==> config.mk <==
export PLATFORM = sky130hd
export DESIGN_NAME = buffer_access_arbiter
export DESIGN_NICKNAME = d
export VERILOG_FILES = /design/src/rtl/buffer_pkg.sv /design/src/rtl/fifo_ptr_ctrl.sv /design/src/rtl/buffer_access_arbiter.sv
export SDC_FILE = /design/constraint.sdc
export NUM_CORES = 1
export LEC_CHECK = 0
export ABC_AREA = 1
export BUFFER_PORTS_ARGS = -buffer_cell sky130_fd_sc_hd__buf_2
export CORE_ASPECT_RATIO = 0.75
export CORE_MARGIN = 1.5
export CORE_UTILIZATION = 45
export DETAILED_ROUTE_END_ITERATION = 8
export PLACE_DENSITY_LB_ADDON = 0.2
export SYNTH_ARGS = -nofsm -noshare
export SYNTH_HDL_FRONTEND = slang
export SYNTH_SLANG_ARGS = --single-unit
export TNS_END_PERCENT = 1
==> constraint.sdc <==
create_clock -name clk -period 7 [get_ports clk]
set_input_delay 0 -clock clk [delete_from_list [all_inputs] [get_ports clk]]
set_output_delay 0 -clock clk [all_outputs]
set_load 0.01 [all_outputs]
==> src/rtl/buffer_pkg.sv <==
// Shared types and default sizing for the RX/TX data buffer arbiter.
// Latency: n/a (declarations only).
// Backpressure: n/a.
package buffer_pkg;

    localparam int BUF_DEPTH  = 64;
    localparam int BUF_ADDR_W = 6;
    localparam int BUF_DATA_W = 8;

    typedef enum logic {
        ARB_SHARED   = 1'b0,
        ARB_USB_LOCK = 1'b1
    } arb_state_t;

    typedef enum logic {
        REQ_USB  = 1'b0,
        REQ_HOST = 1'b1
    } requester_t;

endpackage

==> src/rtl/fifo_ptr_ctrl.sv <==
// Circular-buffer bookkeeping: write/read pointers and occupancy count.
// Latency: pointers and count update on the edge after wr_inc/rd_inc/flush.
// Backpressure: none; the caller never asserts wr_inc when full or rd_inc when empty.
module fifo_ptr_ctrl #(
    parameter int DEPTH  = 64,
    parameter int ADDR_W = 6
) (
    input  logic              clk,
    input  logic              n_rst,
    input  logic              wr_inc,
    input  logic              rd_inc,
    input  logic              flush,
    output logic [ADDR_W-1:0] wr_ptr,
    output logic [ADDR_W-1:0] rd_ptr,
    output logic [ADDR_W:0]   occupancy,
    output logic              full,
    output logic              empty
);

    localparam logic [ADDR_W:0]   FULL_CNT = (ADDR_W+1)'(DEPTH);
    localparam logic [ADDR_W-1:0] PTR_ONE  = 1;
    localparam logic [ADDR_W:0]   OCC_ONE  = 1;

    logic [ADDR_W-1:0] wr_ptr_q, wr_ptr_d;
    logic [ADDR_W-1:0] rd_ptr_q, rd_ptr_d;
    logic [ADDR_W:0]   occ_q, occ_d;

    // Next pointer/count; flush wins, and write and read are mutually exclusive
    // because only one buffer access happens per cycle. Pointers wrap naturally.
    always_comb begin
        wr_ptr_d = wr_ptr_q;
        rd_ptr_d = rd_ptr_q;
        occ_d    = occ_q;
        if (flush) begin
            wr_ptr_d = '0;
            rd_ptr_d = '0;
            occ_d    = '0;
        end else if (wr_inc) begin
            wr_ptr_d = wr_ptr_q + PTR_ONE;
            occ_d    = occ_q + OCC_ONE;
        end else if (rd_inc) begin
            rd_ptr_d = rd_ptr_q + PTR_ONE;
            occ_d    = occ_q - OCC_ONE;
        end
    end

    // Pointer and occupancy registers.
    always_ff @(posedge clk or negedge n_rst) begin
        if (!n_rst) begin
            wr_ptr_q <= '0;
            rd_ptr_q <= '0;
            occ_q    <= '0;
        end else begin
            wr_ptr_q <= wr_ptr_d;
            rd_ptr_q <= rd_ptr_d;
            occ_q    <= occ_d;
        end
    end

    assign wr_ptr    = wr_ptr_q;
    assign rd_ptr    = rd_ptr_q;
    assign occupancy = occ_q;
    assign full      = (occ_q == FULL_CNT);
    assign empty     = (occ_q == '0);

endmodule

==> src/rtl/buffer_access_arbiter.sv <==
// Shares the single-port RX/TX byte buffer between the USB side and the host side.
// Latency: grant and memory strobe combinational; read data and errors one cycle later.
// Backpressure: requesters hold request/data until their gnt; USB locks out host while busy.
module buffer_access_arbiter
    import buffer_pkg::*;
#(
    parameter int DEPTH  = BUF_DEPTH,
    parameter int ADDR_W = BUF_ADDR_W,
    parameter int DATA_W = BUF_DATA_W
) (
    input  logic              clk,
    input  logic              n_rst,
    input  logic              flush,
    input  logic              usb_busy,
    input  logic              usb_wr_req,
    input  logic [DATA_W-1:0] usb_wr_data,
    input  logic              usb_rd_req,
    output logic              usb_gnt,
    input  logic              host_wr_req,
    input  logic [DATA_W-1:0] host_wr_data,
    input  logic              host_rd_req,
    output logic              host_gnt,
    output logic [DATA_W-1:0] rd_data,
    output logic              usb_rd_valid,
    output logic              host_rd_valid,
    output logic              mem_en,
    output logic              mem_we,
    output logic [ADDR_W-1:0] mem_addr,
    output logic [DATA_W-1:0] mem_wdata,
    input  logic [DATA_W-1:0] mem_rdata,
    output logic [ADDR_W:0]   buffer_occupancy,
    output logic              overflow_err,
    output logic              underrun_err
);

    arb_state_t state_q, state_d;
    requester_t last_q, last_d;
    requester_t rd_owner_q, rd_owner_d;
    logic       rd_vld_q, rd_vld_d;
    logic       ovf_q, ovf_d;
    logic       und_q, und_d;

    logic              usb_elig, host_elig, host_active;
    logic              wr_inc, rd_inc;
    logic              full, empty;
    logic [ADDR_W-1:0] wr_ptr, rd_ptr;

    fifo_ptr_ctrl #(
        .DEPTH  (DEPTH),
        .ADDR_W (ADDR_W)
    ) u_ptr (
        .clk       (clk),
        .n_rst     (n_rst),
        .wr_inc    (wr_inc),
        .rd_inc    (rd_inc),
        .flush     (flush),
        .wr_ptr    (wr_ptr),
        .rd_ptr    (rd_ptr),
        .occupancy (buffer_occupancy),
        .full      (full),
        .empty     (empty)
    );

    // Arbitration: a pending write shadows a pending read from the same side;
    // the host is ignored entirely while USB holds the lock.
    always_comb begin
        usb_gnt     = 1'b0;
        host_gnt    = 1'b0;
        host_active = (state_q == ARB_SHARED);
        usb_elig    = usb_wr_req ? !full : (usb_rd_req && !empty);
        host_elig   = host_active && (host_wr_req ? !full : (host_rd_req && !empty));
        if (!flush) begin
            if (usb_elig && host_elig) begin
                usb_gnt  = (last_q == REQ_HOST);
                host_gnt = (last_q == REQ_USB);
            end else begin
                usb_gnt  = usb_elig;
                host_gnt = host_elig;
            end
        end
    end

    // Memory port mux driven by the winning access.
    always_comb begin
        mem_en    = 1'b0;
        mem_we    = 1'b0;
        mem_addr  = '0;
        mem_wdata = '0;
        if (usb_gnt) begin
            mem_en    = 1'b1;
            mem_we    = usb_wr_req;
            mem_addr  = usb_wr_req ? wr_ptr : rd_ptr;
            mem_wdata = usb_wr_req ? usb_wr_data : '0;
        end else if (host_gnt) begin
            mem_en    = 1'b1;
            mem_we    = host_wr_req;
            mem_addr  = host_wr_req ? wr_ptr : rd_ptr;
            mem_wdata = host_wr_req ? host_wr_data : '0;
        end
        wr_inc = mem_en && mem_we;
        rd_inc = mem_en && !mem_we;
    end

    // Next state, round-robin history, read-owner tag and refused-access errors.
    always_comb begin
        state_d    = usb_busy ? ARB_USB_LOCK : ARB_SHARED;
        last_d     = last_q;
        rd_vld_d   = rd_inc;
        rd_owner_d = rd_owner_q;
        if (usb_gnt) begin
            last_d = REQ_USB;
        end else if (host_gnt) begin
            last_d = REQ_HOST;
        end
        if (rd_inc) begin
            rd_owner_d = host_gnt ? REQ_HOST : REQ_USB;
        end
        ovf_d = !flush && full &&
                (usb_wr_req || (host_active && host_wr_req));
        und_d = !flush && empty &&
                ((usb_rd_req && !usb_wr_req) ||
                 (host_active && host_rd_req && !host_wr_req));
    end

    // Arbiter state registers.
    always_ff @(posedge clk or negedge n_rst) begin
        if (!n_rst) begin
            state_q    <= ARB_SHARED;
            last_q     <= REQ_HOST;
            rd_owner_q <= REQ_USB;
            rd_vld_q   <= 1'b0;
            ovf_q      <= 1'b0;
            und_q      <= 1'b0;
        end else begin
            state_q    <= state_d;
            last_q     <= last_d;
            rd_owner_q <= rd_owner_d;
            rd_vld_q   <= rd_vld_d;
            ovf_q      <= ovf_d;
            und_q      <= und_d;
        end
    end

    assign usb_rd_valid  = rd_vld_q && (rd_owner_q == REQ_USB);
    assign host_rd_valid = rd_vld_q && (rd_owner_q == REQ_HOST);
    assign rd_data       = rd_vld_q ? mem_rdata : '0;
    assign overflow_err  = ovf_q;
    assign underrun_err  = und_q;

endmodule

; Word level (Yosys, flattened, before mapping)
; Index checks and enable logic that the tools add are counted.
[classes]
bitwise = 3
n_reduce_logical = 30
n_mux = 30
eq_ne = 2
n_addsub = 4
[op_table]
columns = operator, count
row1 = $mux W6, 9
row2 = $mux W8, 5
row3 = $mux W7, 3
row4 = $logic_and A1 B1 Y1, 16
row5 = $mux W1, 13
row6 = $add A6 B1 Y6 const B, 2
row7 = $add A7 B1 Y7 const B, 1
row8 = $eq A7 B7 Y1 const B, 1
row9 = $logic_not A7 Y1, 1
row10 = $sub A7 B1 Y7 const B, 1
row11 = $logic_not A1 Y1, 6
row12 = $reduce_bool A2 Y1, 3
row13 = $not A1 Y1, 3
row14 = $reduce_bool A3 Y1, 1
row15 = $logic_or A1 B1 Y1, 2
row16 = $ne A2 B2 Y1 const B, 1
row17 = $reduce_and A2 Y1, 1
[totals]
input_bits = 32
elab_cells = 78
ff_bits = 25
out_inout_bits = 37

; Depth between registers and ports, before layout
[depth]
depth_word = 15
mapped_depth = 21

; Modules after synthesis
; Synthesis repeated with hierarchy kept, for this count alone.
[unflattened]
hier_cells = 270
area_unflattened_um2 = 1986.9
[by_module_without_submodules]
columns = module, seq_area_each_um2, area_per_inst_um2, n_inst, cells_per_inst
row1 = fifo_ptr_ctrl, 475.5, 1208.7, 1, 150
row2 = buffer_access_arbiter, 151.4, 778.2, 1, 120

; Worst setup path before layout
; Ideal clock, no wire load.
[synth_path]
path_type = reg-to-reg
startpoint = register u_ptr.occ_q[4] (netlist: u_ptr.occupancy[4])
endpoint = register u_ptr.occ_q[6] (netlist: u_ptr.occupancy[6])
setup_time_ns = 0.118
period_less_slack_ns = 2.462
t_arrival_ns = 2.344
t_required_ns = 6.882
path_slack_ns = 4.538
path_buffers = 0
path_stages_with_launch = 19
cell_sequence = dfrtp_1 > nor2_1 > nand2_1 > o21ai_0 > nand2_1 > nand2_1 > nand3_1 > nand2_2 > inv_2 > ha_1 > inv_1 > o21ai_0 > nand2_1 > nand4_1 > nand2_1 > inv_1 > nand3_1 > nand3_1 > nand2_1
[synth_via]
elab_chain_cells = 13
elab_cells_between_ends = 27
cone_classes = 2 x add/sub / 1 x eq/ne / 13 x mux / 11 x reduce/logical
[synth_lines]
columns = item, line_no
row1 = start: declaration, fifo_ptr_ctrl.sv:26  ; logic [ADDR_W:0] occ_q, occ_d;
row2 = start signal: assignment, fifo_ptr_ctrl.sv:52  ; occ_q <= '0;
row3 = start signal: assignment, fifo_ptr_ctrl.sv:56  ; occ_q <= occ_d;
row4 = $logic_not A7 Y1, fifo_ptr_ctrl.sv:64  ; assign empty = (occ_q == '0);
row5 = $logic_not A1 Y1, "buffer_access_arbiter.sv:70, buffer_access_arbiter.sv:71"
row6 = $logic_and A1 B1 Y1, buffer_access_arbiter.sv:71  ; host_elig = host_active && (host_wr_req ? !full : (host_rd_req && !empty));
row7 = $mux W1, buffer_access_arbiter.sv:71
row8 = $logic_and A1 B1 Y1, buffer_access_arbiter.sv:71
row9 = $logic_and A1 B1 Y1, buffer_access_arbiter.sv:73  ; if (usb_elig && host_elig) begin
row10 = $mux W1, buffer_access_arbiter.sv:73
row11 = $mux W1, buffer_access_arbiter.sv:72  ; if (!flush) begin
row12 = $mux W1, buffer_access_arbiter.sv:94  ; end else if (host_gnt) begin
row13 = $mux W1, buffer_access_arbiter.sv:89  ; if (usb_gnt) begin
row14 = $logic_and A1 B1 Y1 / $logic_not A1 Y1 (equally long branches), "buffer_access_arbiter.sv:100, buffer_access_arbiter.sv:101"
row15 = $mux W7 / $logic_and A1 B1 Y1 (equally long branches), "fifo_ptr_ctrl.sv:38, buffer_access_arbiter.sv:101"
row16 = $mux W7 / $reduce_bool A3 Y1 (equally long branches), -
; Several ways; a longest one is shown, not always the timed one. The select of a mux whose other input is x is not followed.
; A chain may end at the register's enable or synchronous reset.

; Worst setup path after layout
[layout_path]
startpoint = register u_ptr.occ_q[2] (netlist: u_ptr.occupancy[2])
endpoint = register u_ptr.occ_q[6] (netlist: u_ptr.occupancy[6])
; Same word-level chain as after synthesis.

==> flow_summary.ini <==
[floorplan]
die_area_sq_um = 4592
die_h_um = 59.06
fp.coreArea_sq_um = 4029
die_width_um = 77.75
rows = 20
io_pins = 69
initial_core_util = 0.4680

[drt]
drt_wl_total_mm = 4.911
drc = 0
via_count = 1981
wl_per_cell_um = 12.25
drt_pass1_iterations = 4
initialDrtViolationCount = 146
ant_nets = 0
viasPerCell = 4.940

[synth]
synth_edf_count = 0
synth_commonest_cells = 85 x nand2_1, 33 x nand3_1, 32 x inv_1
synth_area_leaders = dfrtp_1 32%, nand2_1 17%, nand3_1 8.8%
postSynthAreaPerCell_sq_um = 6.710
synthesis.instances = 281
synth_top_area_share = 0.3185
yosysMostFrequentCell = nand2_1
ys.flop_type = dfrtp_1
ys_seq_area_frac = 0.3324
yosysWarnings = 0
synth_area_leader_cell = dfrtp_1
synth_area_sq_um = 1886
synth_cell_types = 31
syn_nets = 322
ys_ff_latch = 25
async_flop_share = 1.000

[setup_path]
worst_ep_arrival_time_ns = 3.11
crit_family = simple AND/OR/NAND/NOR gates
cp_slowest_stage_delay_ns = 0.43
startpoint_type = register
path_buf_inv = 3
endpoint_kind = register
cp_max_fo = 12
cp_cell_sequence = nor2_1 -> nand2_1 -> o21ai_0 -> nand2_1 -> nand2_1 -> nand3_1 -> nand2_2 -> inv_2 -> ha_1 -> inv_1 -> o21ai_0 -> nand2_1 -> nand4_1 -> nand2_1 -> inv_1 -> nand3_1 -> nand3_1 -> nand2_1
critPathRequiredTime_ns = 7.17
cp_common_cell = nand2_1
crit_slowest_cell = dfrtp_1
criticalPathCategory = reg2reg

[layout]
syn_to_final_growth_pct = 22.76
fin_nets = 388
finalInstanceArea_sq_um = 2315
antenna_cells = 0
stdcell_count = 401
drive_above_1_share = 0.2399

[grt]
first_global_vias = 1637
grt_pass1_wl_mm = 7.665
grt-ovfl-total = 0
track_usage = 0.2105
antenna_found_initial = 0
grt_start_max_net_pins = 26

[cts]
cts.sinks = 25
cts.clk_slew.worst_paths_ns = 0.09
post-cts-setup-buffers = 0
cts_root_buffer = clkbuf_8
post_cts_resized = 0
cts_max_path_buffers = 2
cts_tree = done
postCtsHoldBufs = 2
htreeDepth = 1
clk_latency_ns = 0.27
cts_buffers = 3

[place]
dpl_cell_area_sq_um = 2248
dp.final_hpwl_mm = 3.673
port_buffers = 68
gp_congestion = 0.8450
dp_cells = 395

[timing]
finClkSkew_ns = 0.002474
period_share = 0.4200
final-hold-violation-count = 0
worst-slew-pin-transition_ns = 0.5711
grt_setup_unrepaired = no
fin_crit_ns = 2.940
tns_ns = 0
setup_viol = 0
relSlewSlack = 0.6192
timing.final.max_slew_violations = 0
max_freq_ghz = 0.3401

[pwr]
power_frac_clock = 0.145
p_per_area_nw_per_um2 = 252.8
leakagePower_nw = 1.389
worst_ir_drop_vdd_mv = 0.1503
p_seq_frac = 0.360
swShare = 0.4427
p_int_w = 0.0003261
p_comb_frac = 0.496
switchingPower_w = 0.0002590

[run_status]
status = finished clean

[job]
maxCapViolations = 0

[min_path]
hold_path_class = in2reg
-- power by group through the flow --
stage | Clock, W | Combinational, W | Sequential, W
floorplan | 0 | 0.000205 | 0.000209
global placement | 0 | 0.000285 | 0.000211
detailed placement | 0 | 0.000287 | 0.000213
CTS | 0.0000882 | 0.000290 | 0.000210
global route | 0.0000908 | 0.000330 | 0.000216
finish | 0.0000846 | 0.000290 | 0.000210
-- stage by stage --
step                worst slack (ns)  total power (W)    util  hold slack [ns]
floorplan                      4.538        0.0004136       -          -0.2956
global placement               4.183        0.0004968  0.5581          0.02636
detailed placement             4.101        0.0004997  0.5581          0.02794
CTS                            4.065        0.0005885  0.5745          0.07862
global route                   3.696        0.0006371  0.5745          0.09738
finish                         4.060        0.0005851  0.5745          0.09349
-- placed cells by master, fill, tap and decap left out, types with 4 or more instances in the layout --
cell and instances:
a21oi_1 5, buf_2 68, dfrtp_1 24, ha_1 8, inv_1 32, inv_2 4, nand2_1 85, nand3_1 33
nand4_1 5, nor2_1 25, o211ai_1 5, o21ai_0 16, o31ai_1 4, xor2_1 8
-- final cells by class --
type                       instances  area [sq um]
fill                             413          1714
clock buffer                       3         41.29
clock inverter                     1         5.005
multi-input combinational        210          1074
inverter                          37         138.9
tap                               55         68.82
timing repair buffer              70         360.3
sequential                        25         626.9
-- cell families (layout without fill, tap and decap cells) --
kind of cell	Yosys count	after routing	synth area share
AOI/OAI and AO/OA	35	35	0.1082
and+or+nand+nor	157	157	0.3557
DFF	25	25	0.3325
xor gates and xnor gates	9	9	0.04181
buffers and inverters	46	111	0.09820
adders and majority gates	9	9	0.06371
-- worst reg2reg max path, stage by stage (launching register included) --
cell     delay, ns
dfrtp_1       0.43
nor2_1        0.10
nand2_1       0.13
o21ai_0       0.25
nand2_1       0.10
nand2_1       0.09
nand3_1       0.13
nand2_2       0.26
inv_2         0.17
ha_1          0.37
inv_1         0.08
o21ai_0       0.20
nand2_1       0.11
nand4_1       0.08
nand2_1       0.07
inv_1         0.05
nand3_1       0.07
nand3_1       0.08
nand2_1       0.05
-- flip-flops by register name, summed over array words and instances (netlist names) --
signal           cells
u_ptr.occupancy      7
u_ptr.rd_ptr         6
u_ptr.wr_ptr         6
last_q               1
overflow_err         1
rd_owner_q           1
rd_vld_q             1
state_q              1
underrun_err         1
-- metal layers --
layer / track usage / vias to the layer above / wire [um] / share of wire
met2: 0.3267 / 74 / 2197 / 0.45
met4: 0.03636 / 0 / 17 / 0.0035
met5: 0 / - / 0 / 0
li1: - / 1031 / - / -
met3: 0.04154 / 2 / 390 / 0.079
met1: 0.3092 / 874 / 2305 / 0.47
-- final timing paths --
path	slack, ns	startpoint	cells after the start	endpoint
max	4.06	u_ptr.occupancy[2]	18	u_ptr.occupancy[6]
min	0.09	usb_rd_req	5	underrun_err
max reg2reg	4.06	u_ptr.occupancy[2]	18	u_ptr.occupancy[6]
min reg2reg	0.54	rd_owner_q	2	rd_owner_q
max in group asynchronous	6.36	n_rst	2	u_ptr.rd_ptr[5]
min in group asynchronous	0.26	n_rst	2	u_ptr.wr_ptr[3]
Power figures use the tool's default switching activity.
